`src/rtl/instruction_decode_fsm.sv`:
```
// Decode front end: fetch from a synchronous ROM, read both source rows from data RAM,
// forward in-flight write-backs into the operands, then issue a one-cycle decode strobe.
module instruction_decode_fsm #(
  parameter int              OP_W      = 16,
  parameter int              ADDR_W    = 16,
  parameter int              IP_W      = 16,
  parameter int              DATA_W    = 96,
  parameter logic [OP_W-1:0] RETURN_OP = {OP_W{1'b0}},
  parameter int              INST_W    = OP_W + 3*ADDR_W
) (
  input  logic              Clock,
  input  logic              Reset,
  input  logic              iStart,
  input  logic [IP_W-1:0]   iInitialIP,
  output logic [IP_W-1:0]   oROMAddress,
  input  logic [INST_W-1:0] iInstruction,
  output logic [ADDR_W-1:0] oRAMReadAddress0,
  output logic [ADDR_W-1:0] oRAMReadAddress1,
  input  logic [DATA_W-1:0] iRAMReadData0,
  input  logic [DATA_W-1:0] iRAMReadData1,
  input  logic              iRAMWriteEnable,
  input  logic [ADDR_W-1:0] iRAMWriteAddress,
  input  logic [DATA_W-1:0] iRAMWriteData,
  input  logic              iExeBusy,
  input  logic              iJumpFlag,
  input  logic [IP_W-1:0]   iJumpIp,
  output logic              oDecodeDone,
  output logic [OP_W-1:0]   oOperation,
  output logic [DATA_W-1:0] oSource0,
  output logic [DATA_W-1:0] oSource1,
  output logic [ADDR_W-1:0] oDestination,
  output logic [IP_W-1:0]   oCurrentIP,
  output logic              oProgramDone
);

  typedef enum logic [2:0] {S_IDLE, S_FETCH, S_READ, S_WAIT, S_ISSUE} state_t;

  state_t              state_q, state_d;
  logic [IP_W-1:0]     ip_q, ip_d;
  logic [OP_W-1:0]     op_q, op_d;
  logic [ADDR_W-1:0]   dest_q, dest_d, src0_q, src0_d, src1_q, src1_d;
  logic [DATA_W-1:0]   opnd0_q, opnd0_d, opnd1_q, opnd1_d, pend_dat_q, pend_dat_d;
  logic                pend0_q, pend0_d, pend1_q, pend1_d, first_q, first_d, pdone_q, pdone_d;
  logic [OP_W-1:0]     out_op_q, out_op_d;
  logic [ADDR_W-1:0]   out_dest_q, out_dest_d;
  logic [DATA_W-1:0]   out_s0_q, out_s0_d, out_s1_q, out_s1_d;
  logic [IP_W-1:0]     out_ip_q, out_ip_d;

  logic [OP_W-1:0]     inst_op;
  logic [ADDR_W-1:0]   inst_dest, inst_src1, inst_src0;
  logic                hit0, hit1;

  assign inst_op   = iInstruction[INST_W-1 -: OP_W];
  assign inst_dest = iInstruction[3*ADDR_W-1 -: ADDR_W];
  assign inst_src1 = iInstruction[2*ADDR_W-1 -: ADDR_W];
  assign inst_src0 = iInstruction[ADDR_W-1:0];

  // During READ the RAM is addressed straight from the ROM word; afterwards from the latched copy.
  assign oRAMReadAddress0 = (state_q == S_READ) ? inst_src0 : src0_q;
  assign oRAMReadAddress1 = (state_q == S_READ) ? inst_src1 : src1_q;
  assign hit0 = iRAMWriteEnable && (iRAMWriteAddress == oRAMReadAddress0);
  assign hit1 = iRAMWriteEnable && (iRAMWriteAddress == oRAMReadAddress1);

  assign oROMAddress  = ip_q;
  assign oDecodeDone  = (state_q == S_ISSUE);
  assign oProgramDone = pdone_q;
  assign oOperation   = out_op_q;
  assign oDestination = out_dest_q;
  assign oSource0     = out_s0_q;
  assign oSource1     = out_s1_q;
  assign oCurrentIP   = out_ip_q;

  always_comb begin
    state_d    = state_q;
    ip_d       = ip_q;
    op_d       = op_q;
    dest_d     = dest_q;
    src0_d     = src0_q;
    src1_d     = src1_q;
    opnd0_d    = opnd0_q;
    opnd1_d    = opnd1_q;
    pend0_d    = pend0_q;
    pend1_d    = pend1_q;
    pend_dat_d = pend_dat_q;
    first_d    = first_q;
    pdone_d    = 1'b0;
    out_op_d   = out_op_q;
    out_dest_d = out_dest_q;
    out_s0_d   = out_s0_q;
    out_s1_d   = out_s1_q;
    out_ip_d   = out_ip_q;
    case (state_q)
      S_IDLE: begin
        if (iStart) begin
          ip_d    = iInitialIP;
          state_d = S_FETCH;
        end
      end
      S_FETCH: begin
        state_d = S_READ;
        if (iJumpFlag) begin
          ip_d    = iJumpIp;
          state_d = S_FETCH;
        end
      end
      S_READ: begin
        if (iJumpFlag) begin
          ip_d    = iJumpIp;
          state_d = S_FETCH;
        end else begin
          op_d       = inst_op;
          dest_d     = inst_dest;
          src0_d     = inst_src0;
          src1_d     = inst_src1;
          // RAM returns pre-write contents next cycle, so remember this write to overlay it.
          pend0_d    = hit0;
          pend1_d    = hit1;
          pend_dat_d = iRAMWriteData;
          first_d    = 1'b1;
          state_d    = S_WAIT;
        end
      end
      S_WAIT: begin
        first_d = 1'b0;
        if (iJumpFlag) begin
          ip_d    = iJumpIp;
          state_d = S_FETCH;
        end else begin
          if (first_q) begin
            opnd0_d = pend0_q ? pend_dat_q : iRAMReadData0;
            opnd1_d = pend1_q ? pend_dat_q : iRAMReadData1;
          end
          if (hit0) opnd0_d = iRAMWriteData;
          if (hit1) opnd1_d = iRAMWriteData;
          if (!iExeBusy && !iRAMWriteEnable) begin
            state_d    = S_ISSUE;
            out_op_d   = op_q;
            out_dest_d = dest_q;
            out_s0_d   = opnd0_d;
            out_s1_d   = opnd1_d;
            out_ip_d   = ip_q;
          end
        end
      end
      S_ISSUE: begin
        if (out_op_q == RETURN_OP) begin
          pdone_d = 1'b1;
          state_d = S_IDLE;
        end else begin
          ip_d    = iJumpFlag ? iJumpIp : ip_q + IP_W'(1);
          state_d = S_FETCH;
        end
      end
      default: state_d = S_IDLE;
    endcase
  end

  always_ff @(posedge Clock or posedge Reset) begin
    if (Reset) begin
      state_q    <= S_IDLE;
      ip_q       <= '0;
      op_q       <= '0;
      dest_q     <= '0;
      src0_q     <= '0;
      src1_q     <= '0;
      opnd0_q    <= '0;
      opnd1_q    <= '0;
      pend0_q    <= 1'b0;
      pend1_q    <= 1'b0;
      pend_dat_q <= '0;
      first_q    <= 1'b0;
      pdone_q    <= 1'b0;
      out_op_q   <= '0;
      out_dest_q <= '0;
      out_s0_q   <= '0;
      out_s1_q   <= '0;
      out_ip_q   <= '0;
    end else begin
      state_q    <= state_d;
      ip_q       <= ip_d;
      op_q       <= op_d;
      dest_q     <= dest_d;
      src0_q     <= src0_d;
      src1_q     <= src1_d;
      opnd0_q    <= opnd0_d;
      opnd1_q    <= opnd1_d;
      pend0_q    <= pend0_d;
      pend1_q    <= pend1_d;
      pend_dat_q <= pend_dat_d;
      first_q    <= first_d;
      pdone_q    <= pdone_d;
      out_op_q   <= out_op_d;
      out_dest_q <= out_dest_d;
      out_s0_q   <= out_s0_d;
      out_s1_q   <= out_s1_d;
      out_ip_q   <= out_ip_d;
    end
  end

endmodule

```
`config.mk`:
```
export PLATFORM = sky130hd
export DESIGN_NAME = instruction_decode_fsm
export DESIGN_NICKNAME = d
export VERILOG_FILES = /design/src/rtl/instruction_decode_fsm.sv
export SDC_FILE = /design/constraint.sdc
export NUM_CORES = 2
export LEC_CHECK = 0
export CORE_AREA = 2 2 273 275
export CTS_CLUSTER_SIZE = 14
export DETAILED_ROUTE_END_ITERATION = 6
export DIE_AREA = 0 0 275 277
export DONT_BUFFER_PORTS = 1
export HOLD_SLACK_MARGIN = 0.15
export PLACE_DENSITY_LB_ADDON = 0.05
export SKIP_CTS_REPAIR_TIMING = 1
export SLEW_MARGIN = 0
export SYNTH_ARGS = -nofsm -noshare
export SYNTH_HDL_FRONTEND = slang
export SYNTH_SLANG_ARGS = --single-unit
```
`constraint.sdc`:
```
create_clock -name Clock -period 40.3 [get_ports Clock]
set_input_delay 4.03 -clock Clock [delete_from_list [all_inputs] [get_ports Clock]]
set_output_delay 4.03 -clock Clock [all_outputs]
set_load 0.05 [all_outputs]
```
==> impl_metrics.env <==
export IMPL_end_kind="output port"
export IMPL_pin_count=696
export IMPL_power_density_nw_per_um2=83.4
export IMPL_setup_viol=0
export IMPL_utilization_pct=47.4
export IMPL_syn_area_um2=32100
export IMPL_drtIter0Drc=2580
export IMPL_finalWirelength_mm=128
export IMPL_worst_slew_pin_slew_ns=1.28
export IMPL_syn_area_per_cell_um2=8.59
export IMPL_max_slew_margin_pct=14.2
export IMPL_final_nets=3929
export IMPL_synth_nets=4142
export IMPL_worstSetupStartpointType="input pin"
export IMPL_cap_violations=0
export IMPL_min_period_over_period_pct=22.2
export IMPL_async_flop_share_pct=100
export IMPL_die_height_um=277
export IMPL_period_minus_slack_ns=8.95
export IMPL_synthFlopType="dfrtp_1"
export IMPL_critPathKind="input pin to output port"
export IMPL_holdPathStages=2
export IMPL_ir_worst_vdd_v=0.0000495
export IMPL_cts_tree="yes"
export IMPL_gr_usage_all_layers_pct=32.8
export IMPL_required_ns=36.27
export IMPL_postRouteAntennaNets=0
export IMPL_routabilityCongestion=0.896
export IMPL_core_area_um2=73600
export IMPL_cp_depth=2
export IMPL_grt_max_degree=121
export IMPL_num_vias=28075
export IMPL_cts_sinks=615
export IMPL_hold_class="flip-flop to flip-flop"
export IMPL_holdWs_ns=0.456
export IMPL_yosysTopAreaCell="dfrtp_1"
export IMPL_crit_arrival_ns=4.92
export IMPL_crit_buf_inv=1
export IMPL_via_per_inst=6.14
export IMPL_dp_hpwl_mm=81.9
export IMPL_fin_tns_setup_ns=0
export IMPL_synth_edf_count=0
export IMPL_reg2reg_depth=11
export IMPL_yosysMostFrequentCell="nand2_1"
export IMPL_die_x_um=275
export IMPL_status="finished clean"
export IMPL_clockBufferDepth=3
export IMPL_clk_latency_ns=0.63
export IMPL_yosysWarnings=0
export IMPL_path_clk_slew_ns=0.05
export IMPL_cts_made_buffers=72
export IMPL_syn_to_final_growth_pct=8.75
export IMPL_grt_setup_unrepaired="false"
export IMPL_dieArea_um2=76200
export IMPL_rows=100
export IMPL_cpPeakStageDelay_ns=0.81
export IMPL_netlist_instances=3735
export IMPL_antenna_found_initial=37
export IMPL_drc=0
export IMPL_yosysTopAreaCellShare_pct=48.0
export IMPL_grt_pass1_vias=27248
export IMPL_wl_per_cell_um=28.1
export IMPL_ys_types=57
export IMPL_start_util_pct=43.6
export IMPL_fin_skew_ns=0.0315
export IMPL_drv_slew=0
export IMPL_grt_pass1_wl_mm=189
export IMPL_first_pass_iters=6
export IMPL_max_freq_mhz=112
export IMPL_layout_drive_gt1_share_pct=8.22
export IMPL_hold_viol_final=0
export IMPL_path_max_fanout=4
export IMPL_p_leak_nw=16.0
export IMPL_crit_family="compound AO/OA/AOI/OAI gates"
export IMPL_finalPower_mw=2.91
export IMPL_htree_levels=3
export IMPL_synth_area_leaders="dfrtp_1 48%, nand2_1 12%, mux2i_1 6.4%, o21ai_0 3.8%, mux2_2 3.5%"
export IMPL_io_buffers=0
export IMPL_synth_seq_area_share_pct=48.0
export IMPL_ys_ff_latch=615
export IMPL_fillerInstances=7059
export IMPL_overflow=0
export IMPL_root_buffer="clkbuf_16"
export IMPL_path_cells="inv_1 -> o21ai_1"
export IMPL_netlist_top_cells_count="1025 x nand2_1, 615 x dfrtp_1, 282 x clkbuf_1, 245 x o21ai_0, 223 x a21oi_1"
export IMPL_slowest_stage="o21ai_1"
-- where the power goes --
group / internal, mW / switching, mW
clock network: 0.381 / 0.277
registers: 0.882 / 0.652
logic: 0.245 / 0.474
-- kinds of logic after synthesis --
kind of cell    share of synthesized area [%]
simple gates                             22.8
compound gates                           13.8
flops                                    48.0
buf+inv                                  4.45
mux                                      9.94
xor+xnor                                0.955
fa+ha+maj                              0.0390
-- layout by cell type, fill, tap and decap left out, types with 16 or more instances in the layout --
master     instances
a21oi_1          222
a221o_1           97
and3_1            98
buf_4             52
clkbuf_16         73
dfrtp_1          612
diode_2           28
inv_1             23
mux2_2           101
mux2i_1          205
nand2_1         1022
nand3_1          204
nand4_1          106
nor2_1           217
nor2b_1           20
o21ai_0          242
o31ai_1           96
xnor2_1           16
xor2_1            19
-- flip-flops by register name (all words and copies together), names as in the netlist --
name,count
dest_q,16
first_q,1
oCurrentIP,16
oDestination,16
oOperation,16
oProgramDone,1
oROMAddress,16
oSource0,96
oSource1,96
op_q,16
opnd0_q,96
opnd1_q,96
pend0_q,1
pend1_q,1
pend_dat_q,96
src0_q,16
src1_q,16
state_q,3
-- path summary, 6_finish.rpt --
| check | start | end | slack (ns) |
|---|---|---|---|
| min | op_q[3] | oOperation[3] | 0.46 |
| max in group asynchronous | Reset | first_q | 33.80 |
| min in group asynchronous | Reset | oSource0[15] | 3.45 |
| min reg2reg | op_q[3] | oOperation[3] | 0.46 |
| max reg2reg | state_q[2] | opnd1_q[6] | 34.50 |
| max | iInstruction[15] | oRAMReadAddress0[15] | 31.35 |
-- metal layers --
metal  routed length (um)  vias to the layer above  GRT usage, %
met1                50700                    14085          41.6
li1                     -                    12536             -
met3                11400                      212          8.83
met4                 5050                       22          14.5
met2                61100                     1220          52.3
met5                  116                        -             0
-- cell type report --
type | instances | area [um2] | area share [%]
flip-flops and latches | 615 | 15400 | 44.1
multi-input cells | 2755 | 15400 | 44.1
clock buffers | 103 | 2090 | 5.99
well taps | 969 | 1210 | 3.47
repair buffers | 52 | 390 | 1.12
clock inverters | 24 | 246 | 0.706
inverters | 26 | 110 | 0.316
diodes | 28 | 70.1 | 0.201
-- per-stage QoR --
stage / area (um2) / cells / setup WS (ns)
after floorplan: 32100 / 3735 / 19.05
after global placement: 32500 / 4417 / 31.36
after global routing: 34900 / 4566 / 31.34
after CTS: 34800 / 4544 / 31.36
after detailed placement: 32500 / 4417 / 31.36
final: 34900 / 4572 / 31.35
(Power assumes the default switching activity.)
